--- config.mk ---
export PLATFORM = sky130hd
export DESIGN_NAME = bit_serial_subtractor
export DESIGN_NICKNAME = d
export VERILOG_FILES = /design/src/rtl/arith_pkg.sv /design/src/rtl/full_subtractor.sv /design/src/rtl/bit_serial_subtractor.sv
export SDC_FILE = /design/constraint.sdc
export NUM_CORES = 1
export LEC_CHECK = 0
export CAP_MARGIN = 20
export CORE_MARGIN = 5
export CORE_UTILIZATION = 40
export CTS_BUF_LIST = sky130_fd_sc_hd__clkbuf_8
export DETAILED_ROUTE_END_ITERATION = 12
export PLACE_DENSITY = 0.63
export SLEW_MARGIN = 40
export SYNTH_ARGS = -nofsm -noshare
export SYNTH_HDL_FRONTEND = slang
export SYNTH_HIERARCHICAL = 1
export SYNTH_SLANG_ARGS = --single-unit
--- constraint.sdc ---
create_clock -name clk -period 3.6 [get_ports clk]
set_input_delay 0.54 -clock clk [delete_from_list [all_inputs] [get_ports clk]]
set_output_delay 0.54 -clock clk [all_outputs]
set_load 0.02 [all_outputs]
--- src/rtl/arith_pkg.sv ---
// Shared arithmetic definitions: serial-subtractor state encodings and full-subtractor cell equations.
// No logic of its own; the helper functions are pure combinational expressions.
package arith_pkg;

    typedef enum logic [1:0] {
        ST_IDLE = 2'b00,
        ST_RUN  = 2'b01,
        ST_DONE = 2'b10
    } state_t;

    localparam string FS_DIFF_EQ = "d  = a ^ b ^ bin";
    localparam string FS_BOUT_EQ = "bo = (~a & b) | (~(a ^ b) & bin)";

    function automatic logic fs_diff(input logic a, input logic b, input logic bin);
        return a ^ b ^ bin;
    endfunction

    function automatic logic fs_bout(input logic a, input logic b, input logic bin);
        return (~a & b) | (~(a ^ b) & bin);
    endfunction

endpackage

--- src/rtl/full_subtractor.sv ---
// One-bit full subtractor cell: diff = a - b - bin, bout set when the bit borrows.
// Purely combinational, zero latency, no handshake.
module full_subtractor
    import arith_pkg::*;
(
    input  logic a,
    input  logic b,
    input  logic bin,
    output logic diff,
    output logic bout
);

    assign diff = fs_diff(a, b, bin);
    assign bout = fs_bout(a, b, bin);

endmodule

--- src/rtl/bit_serial_subtractor.sv ---
// LSB-first serial subtractor: {bout,diff} = a - b - bin over WIDTH RUN cycles, result after WIDTH edges.
// in_ready only in IDLE; result held in DONE until out_ready, no overlap of operations.
module bit_serial_subtractor
    import arith_pkg::*;
#(
    parameter int WIDTH = 8
) (
    input  logic             clk,
    input  logic             rst_n,
    input  logic             in_valid,
    output logic             in_ready,
    input  logic [WIDTH-1:0] a,
    input  logic [WIDTH-1:0] b,
    input  logic             bin,
    output logic             out_valid,
    input  logic             out_ready,
    output logic [WIDTH-1:0] diff,
    output logic             bout,
    output logic             busy
);

    localparam int CNT_W = $clog2(WIDTH + 1);
    localparam logic [CNT_W-1:0] LAST_BIT = CNT_W'(WIDTH - 1);

    state_t           r_state;
    logic [WIDTH-1:0] r_a_sr;
    logic [WIDTH-1:0] r_b_sr;
    logic [WIDTH-1:0] r_diff_sr;
    logic             r_br;
    logic [CNT_W-1:0] r_cnt;
    logic             r_in_ready;
    logic             r_out_valid;
    logic             r_busy;
    logic [WIDTH-1:0] r_diff;
    logic             r_bout;

    logic             w_d;
    logic             w_bo;
    logic [WIDTH-1:0] w_diff_next;

    full_subtractor u_cell (
        .a    (r_a_sr[0]),
        .b    (r_b_sr[0]),
        .bin  (r_br),
        .diff (w_d),
        .bout (w_bo)
    );

    // Result bits enter at the MSB so that after WIDTH shifts bit 0 sits at the LSB.
    generate
        if (WIDTH == 1) begin : g_w1
            assign w_diff_next = w_d;
        end else begin : g_wn
            assign w_diff_next = {w_d, r_diff_sr[WIDTH-1:1]};
        end
    endgenerate

    always_ff @(posedge clk or negedge rst_n) begin
        if (!rst_n) begin
            r_state     <= ST_IDLE;
            r_a_sr      <= '0;
            r_b_sr      <= '0;
            r_diff_sr   <= '0;
            r_br        <= 1'b0;
            r_cnt       <= '0;
            r_in_ready  <= 1'b1;
            r_out_valid <= 1'b0;
            r_busy      <= 1'b0;
            r_diff      <= '0;
            r_bout      <= 1'b0;
        end else begin
            case (r_state)
                ST_IDLE: begin
                    if (in_valid) begin
                        r_a_sr     <= a;
                        r_b_sr     <= b;
                        r_br       <= bin;
                        r_cnt      <= '0;
                        r_state    <= ST_RUN;
                        r_in_ready <= 1'b0;
                        r_busy     <= 1'b1;
                    end
                end
                ST_RUN: begin
                    r_a_sr    <= r_a_sr >> 1;
                    r_b_sr    <= r_b_sr >> 1;
                    r_diff_sr <= w_diff_next;
                    r_br      <= w_bo;
                    r_cnt     <= r_cnt + CNT_W'(1);
                    if (r_cnt == LAST_BIT) begin
                        r_state     <= ST_DONE;
                        r_diff      <= w_diff_next;
                        r_bout      <= w_bo;
                        r_out_valid <= 1'b1;
                    end
                end
                ST_DONE: begin
                    if (out_ready) begin
                        r_state     <= ST_IDLE;
                        r_out_valid <= 1'b0;
                        r_in_ready  <= 1'b1;
                        r_busy      <= 1'b0;
                    end
                end
                default: begin
                    r_state     <= ST_IDLE;
                    r_out_valid <= 1'b0;
                    r_in_ready  <= 1'b1;
                    r_busy      <= 1'b0;
                end
            endcase
        end
    end

    assign in_ready  = r_in_ready;
    assign out_valid = r_out_valid;
    assign busy      = r_busy;
    assign diff      = r_diff;
    assign bout      = r_bout;

endmodule

==> results of run 1 <==
## cells by family after synthesis
logic type | share of synthesized area
compound gates | 0.1811
simple gates | 0.1441
flops | 0.5558
buf+inv | 0.04296
mux | 0.05883
fa+ha+maj | 0.01718
## final cells by class
class,count,share of cell area
inverter,5,0.008026
sequential,42,0.4500
timing repair buffer,36,0.1487
tap,54,0.02889
multi-input combinational,124,0.3248
clock inverter,3,0.01017
clock buffer,5,0.02943
## state kept, by name (all words and copies together), names as in the netlist
name / flops
r_diff_sr: 7
r_a_sr: 8
busy: 1
r_cnt: 4
diff: 8
bout: 1
r_b_sr: 8
in_ready: 1
r_state: 2
out_valid: 1
r_br: 1
## worst reg2reg max path, cell delays in order, from the launching register on
cell	delay [ps]
dfrtp_1	380
nand2b_1	320
nor3_4	550
mux2_2	400
## power by group
group | leakage, nW | switching [mW] | internal (mW)
combinational | 0.453 | 0.376 | 0.356
clock | 0.0408 | 0.174 | 0.139
sequential | 0.532 | 0.136 | 0.673
total | 1.03 | 0.686 | 1.17
## worst paths after layout
check / end / startpoint / cells past startpoint / slack, ps
min in group clk: r_a_sr[2] / r_a_sr[2] / 2 / 490
worst max register to register: diff[7] / r_state[1] / 3 / 1850
max in group asynchronous: in_ready / rst_n / 1 / 2980
worst min register to register: r_a_sr[2] / r_a_sr[2] / 2 / 490
worst min-delay path: r_cnt[2] / rst_n / 1 / 220
worst max-delay path: in_ready / in_ready / 1 / 1630
## per-stage QoR
stage               instance area [um2]  utilization  setup WS, ps  power [mW]
floorplan                          1893            -          2123       1.298
global placement                   2243       0.4813          1507       1.542
detailed placement                 2246       0.4819          1410       1.565
CTS                                2338       0.5017          1614       1.881
global route                       2338       0.5017          1540       2.013
finish                             2338       0.5017          1627       1.854
## cell usage in the layout (no fill, tap or decap)
cell type,instances
o22ai_1,1
buf_4,5
nor2b_1,15
o21a_1,1
a22oi_1,14
nand3_1,2
and3b_1,1
o21ai_0,19
inv_1,5
nand2b_1,2
clkdlybuf4s50_1,31
a22o_1,2
fa_1,1
dfrtp_1,41
clkbuf_8,5
o21bai_2,1
mux2i_1,1
dfstp_2,1
inv_6,1
o311ai_0,1
nand2_1,31
ha_1,1
a21o_1,1
nor3_4,1
mux2_2,9
nor2_1,4
o22a_1,1
a21oi_1,15
clkinvlp_4,2
## per-layer routing
| metal | part of all wire | track usage | routed length [um] | vias to the layer above |
|---|---|---|---|---|
| met1 | 0.49 | 0.1915 | 1901 | 663 |
| met5 | 0 | 0 | 0 | - |
| met4 | 0.0087 | 0.04196 | 34 | 0 |
| met3 | 0.046 | 0.03288 | 181 | 4 |
| met2 | 0.46 | 0.2122 | 1802 | 31 |
| li1 | - | - | - | 690 |
==> impl_metrics.tcl, run 1 <==
set metrics [dict create \
    seqCellArea_um2 1052 \
    num_io_pins 33 \
    hp-class "primary input to asynchronous set/reset pin" \
    final_antenna_net_count 0 \
    synth_most_common_cell "dfrtp_1" \
    grt_pass1_wl_um 6796 \
    wirelength_um 3919 \
    drt_iter0_drc 46 \
    synth_edf_count 0 \
    p_per_area_nw_per_um2 792.7 \
    core_um2 4661 \
    drv_slew 0 \
    antenna_found_initial 0 \
    worst_clock_skew_ps 9.986 \
    critical_path_buf_inv_count 1 \
    fin_cells 269 \
    overflow 0 \
    slew_headroom 0.6199 \
    dr.pass1.iters 4 \
    cp-end-kind "output pin" \
    vias_per_cell 5.160 \
    cts_sinks 42 \
    whs_ps 221.5 \
    synth_common_cells "dfrtp_1 (41), nand2_1 (31), o21ai_0 (19)" \
    synth_top_area_frac 0.5420 \
    wl_per_cell_um 14.57 \
    via_count 1388 \
    slowest_delay_ps 600 \
    cts_hold_buf 0 \
    die_h_um 78.80 \
    final-setup-viol-count 0 \
    grt_pass1_vias 1397 \
    ys_types 27 \
    worstPathRequired_ps 3060 \
    min_period_ps 1973 \
    outcome "finished clean" \
    async_reset_ff_frac 1.000 \
    drc 0 \
    syn_avg_cell_area_um2 10.40 \
    track_usage 0.1374 \
    cts_max_path_buffers 2 \
    tns_ps 0 \
    synth-main-ff-cell "dfrtp_1" \
    netlist_top_cells_area "dfrtp_1 (54%), nand2_1 (6.1%), a22oi_1 (5.6%)" \
    grt_max_degree 43 \
    die-area_um2 6209 \
    period_share 0.5480 \
    die_w_um 78.80 \
    path_class "flop to output pin" \
    tightest_slew_ps 568.3 \
    synth_area_um2 1893 \
    port_buffers 32 \
    clkTransAtPathRegs_ps 90 \
    layout-drive-gt1-share 0.1163 \
    std_cell_rows 25 \
    fillers 469 \
    synth_nets 205 \
    post_cts_resized 0 \
    max_freq_mhz 506.9 \
    cts-buffers-inserted 5 \
    crit_fanout 3 \
    critPathTopFamily "buffers and inverters" \
    cts_root_buf "clkbuf_8" \
    post-cts-setup-buffers 0 \
    synth_area_leader_cell "dfrtp_1" \
    antenna_cells 0 \
    seq_area_frac_synth 0.5558 \
    irDropWorstVdd_uv 358.5 \
    syn_inst 182 \
    nets 237 \
    worst_skew_pair.late_latency_ps 290 \
    grt_setup_unrepaired "no" \
    worstPathArrival_ps 1430 \
    cts_tree "built" \
    dp.final_hpwl_um 2575 \
    start_util 0.4062 \
    critPathLaunchType "flop" \
    multi_input_area_um2 759.5 \
    p_leak_nw 1.025 \
    path_cells "clkdlybuf4s50_1" \
    cp_slowest_cell "clkdlybuf4s50_1" \
    area_growth_pct 23.53 \
    hold_violations 0 \
    ys_seq_elements 42 \
    dpl.cell_count 261 \
    maxCapViolations 0 \
    yosysWarnings 6 \
    gp_congestion 0.7615 \
    htreeDepth 2 \
]
(Power assumes the default switching activity.)
==> run 2: changes to the inputs <==
Clock period 3.6 ns to 1.9 ns, I/O delays scaled along.
==> impl_metrics.tcl, run 2 (synthesis results as in run 1) <==
set metrics [dict create \
    min_period_ps 1737 \
    port_buffers 32 \
    die_h_um 78.80 \
    tns_ps 0 \
    start_util 0.4062 \
    antenna_found_initial 0 \
    wirelength_um 3764 \
    cts_hold_buf 0 \
    critPathLaunchType "flop" \
    cp.depth 1 \
    p_leak_nw 1.047 \
    critPathTopFamily "buffers and inverters" \
    final_antenna_net_count 0 \
    max_freq_mhz 575.7 \
    cts_max_path_buffers 2 \
    critical_path.startpoint "in_ready" \
    final_cell_mix "dfrtp_1 (41), nand2_1 (31), clkdlybuf4s50_1 (31)" \
    p_per_area_nw_per_um2 1488 \
    drt_iter0_drc 103 \
    num_io_pins 33 \
    worst_skew_pair.late_latency_ps 300 \
    irDropWorstVdd_uv 608.9 \
    clkTransAtPathRegs_ps 80 \
    std_cell_rows 25 \
    vias_per_cell 5.158 \
    tightest_slew_ps 531.1 \
    drc 0 \
    worstPathRequired_ps 1620 \
    area_growth_pct 24.85 \
    gp_congestion 0.7637 \
    cts_root_buf "clkbuf_8" \
    grt_max_degree 43 \
    outcome "finished clean" \
    die-area_um2 6209 \
    nets 241 \
    worstPathArrival_ps 1450 \
    post-route-util 0.5071 \
    post_cts_resized 0 \
    cp_slowest_cell "clkdlybuf4s50_1" \
    worst_clock_skew_ps 4.077 \
    hold_violations 0 \
    fillers 446 \
    layout-drive-gt1-share 0.1324 \
    cts_tree "built" \
    grt_setup_unrepaired "no" \
    maxCapViolations 0 \
    antenna_cells 0 \
    via_count 1408 \
    cp-end-kind "output pin" \
    crit_fanout 3 \
    cts-buffers-inserted 5 \
    dp.final_hpwl_um 2524 \
    htreeDepth 2 \
    overflow 0 \
    grt_pass1_vias 1353 \
    die_w_um 78.80 \
    core_um2 4661 \
    post-cts-setup-buffers 0 \
    hp-class "primary input to asynchronous set/reset pin" \
    period_share 0.9142 \
    drv_slew 0 \
    slew_headroom 0.6459 \
    slowest_delay_ps 610 \
    track_usage 0.1375 \
    rr_worst_depth 4 \
    final_common_cell "dfrtp_1" \
    dr.pass1.iters 4 \
    final-setup-viol-count 0 \
    path_cells "clkdlybuf4s50_1" \
    critical_path_buf_inv_count 1 \
    grt_pass1_wl_um 6706 \
    path_class "flop to output pin" \
    wl_per_cell_um 13.79 \
    worstReg2RegStart "r_cnt[0]" \
    cts_sinks 42 \
]
-- run 2: cell types whose count changed in the layout (fill, tap and decap cells not counted), sizes merged --
cell / delta
buf: +4
clkinvlp: -1
clkinv: +2
inv: -1
-- run 2: final timing paths --
| check | endpoint | slack (ps) |
|---|---|---|
| max in group asynchronous | in_ready | 1480 |
| worst max register to register | diff[3] | 290 |
| worst max-delay path | in_ready | 160 |
| worst min register to register | r_a_sr[6] | 490 |
| worst min-delay path | out_valid | 50 |
| min in group clk | r_a_sr[6] | 490 |
-- run 2: cell type report --
cell class,instances,area [um2],area share
Clock inverter,3,21.27,0.008999
Sequential cell,42,1052,0.4452
Inverter,5,18.77,0.007941
Multi-Input combinational cell,124,759.5,0.3213
Tap cell,54,67.56,0.02859
Timing Repair Buffer,40,375.4,0.1588
Clock buffer,5,68.82,0.02912
-- run 2: power by group --
part	switching [mW]	internal, mW
registers	0.256	1.28
logic	0.718	0.691
clock network	0.318	0.258
total	1.29	2.23
-- run 2: per-layer routing --
metal	track usage	up-vias	share of wire
li1	-	703	-
met1	0.1898	666	0.48
met2	0.2046	33	0.44
met3	0.04195	6	0.063
met4	0.04720	0	0.016
met5	0	-	0
-- run 2: metrics by stage --
step	hold slack, ps	area, um2	total power, mW	cells	setup slack [ps]
3_3_place_gp	397.6	2273	2.948	265	287.3
6_report	45.63	2364	3.517	273	163.0
5_1_grt	85.27	2364	3.845	273	113.9
3_5_place_dp	388.0	2273	2.984	265	273.1
2_1_floorplan	-10.59	1893	2.460	182	423.2
4_1_cts	51.33	2364	3.576	273	143.1
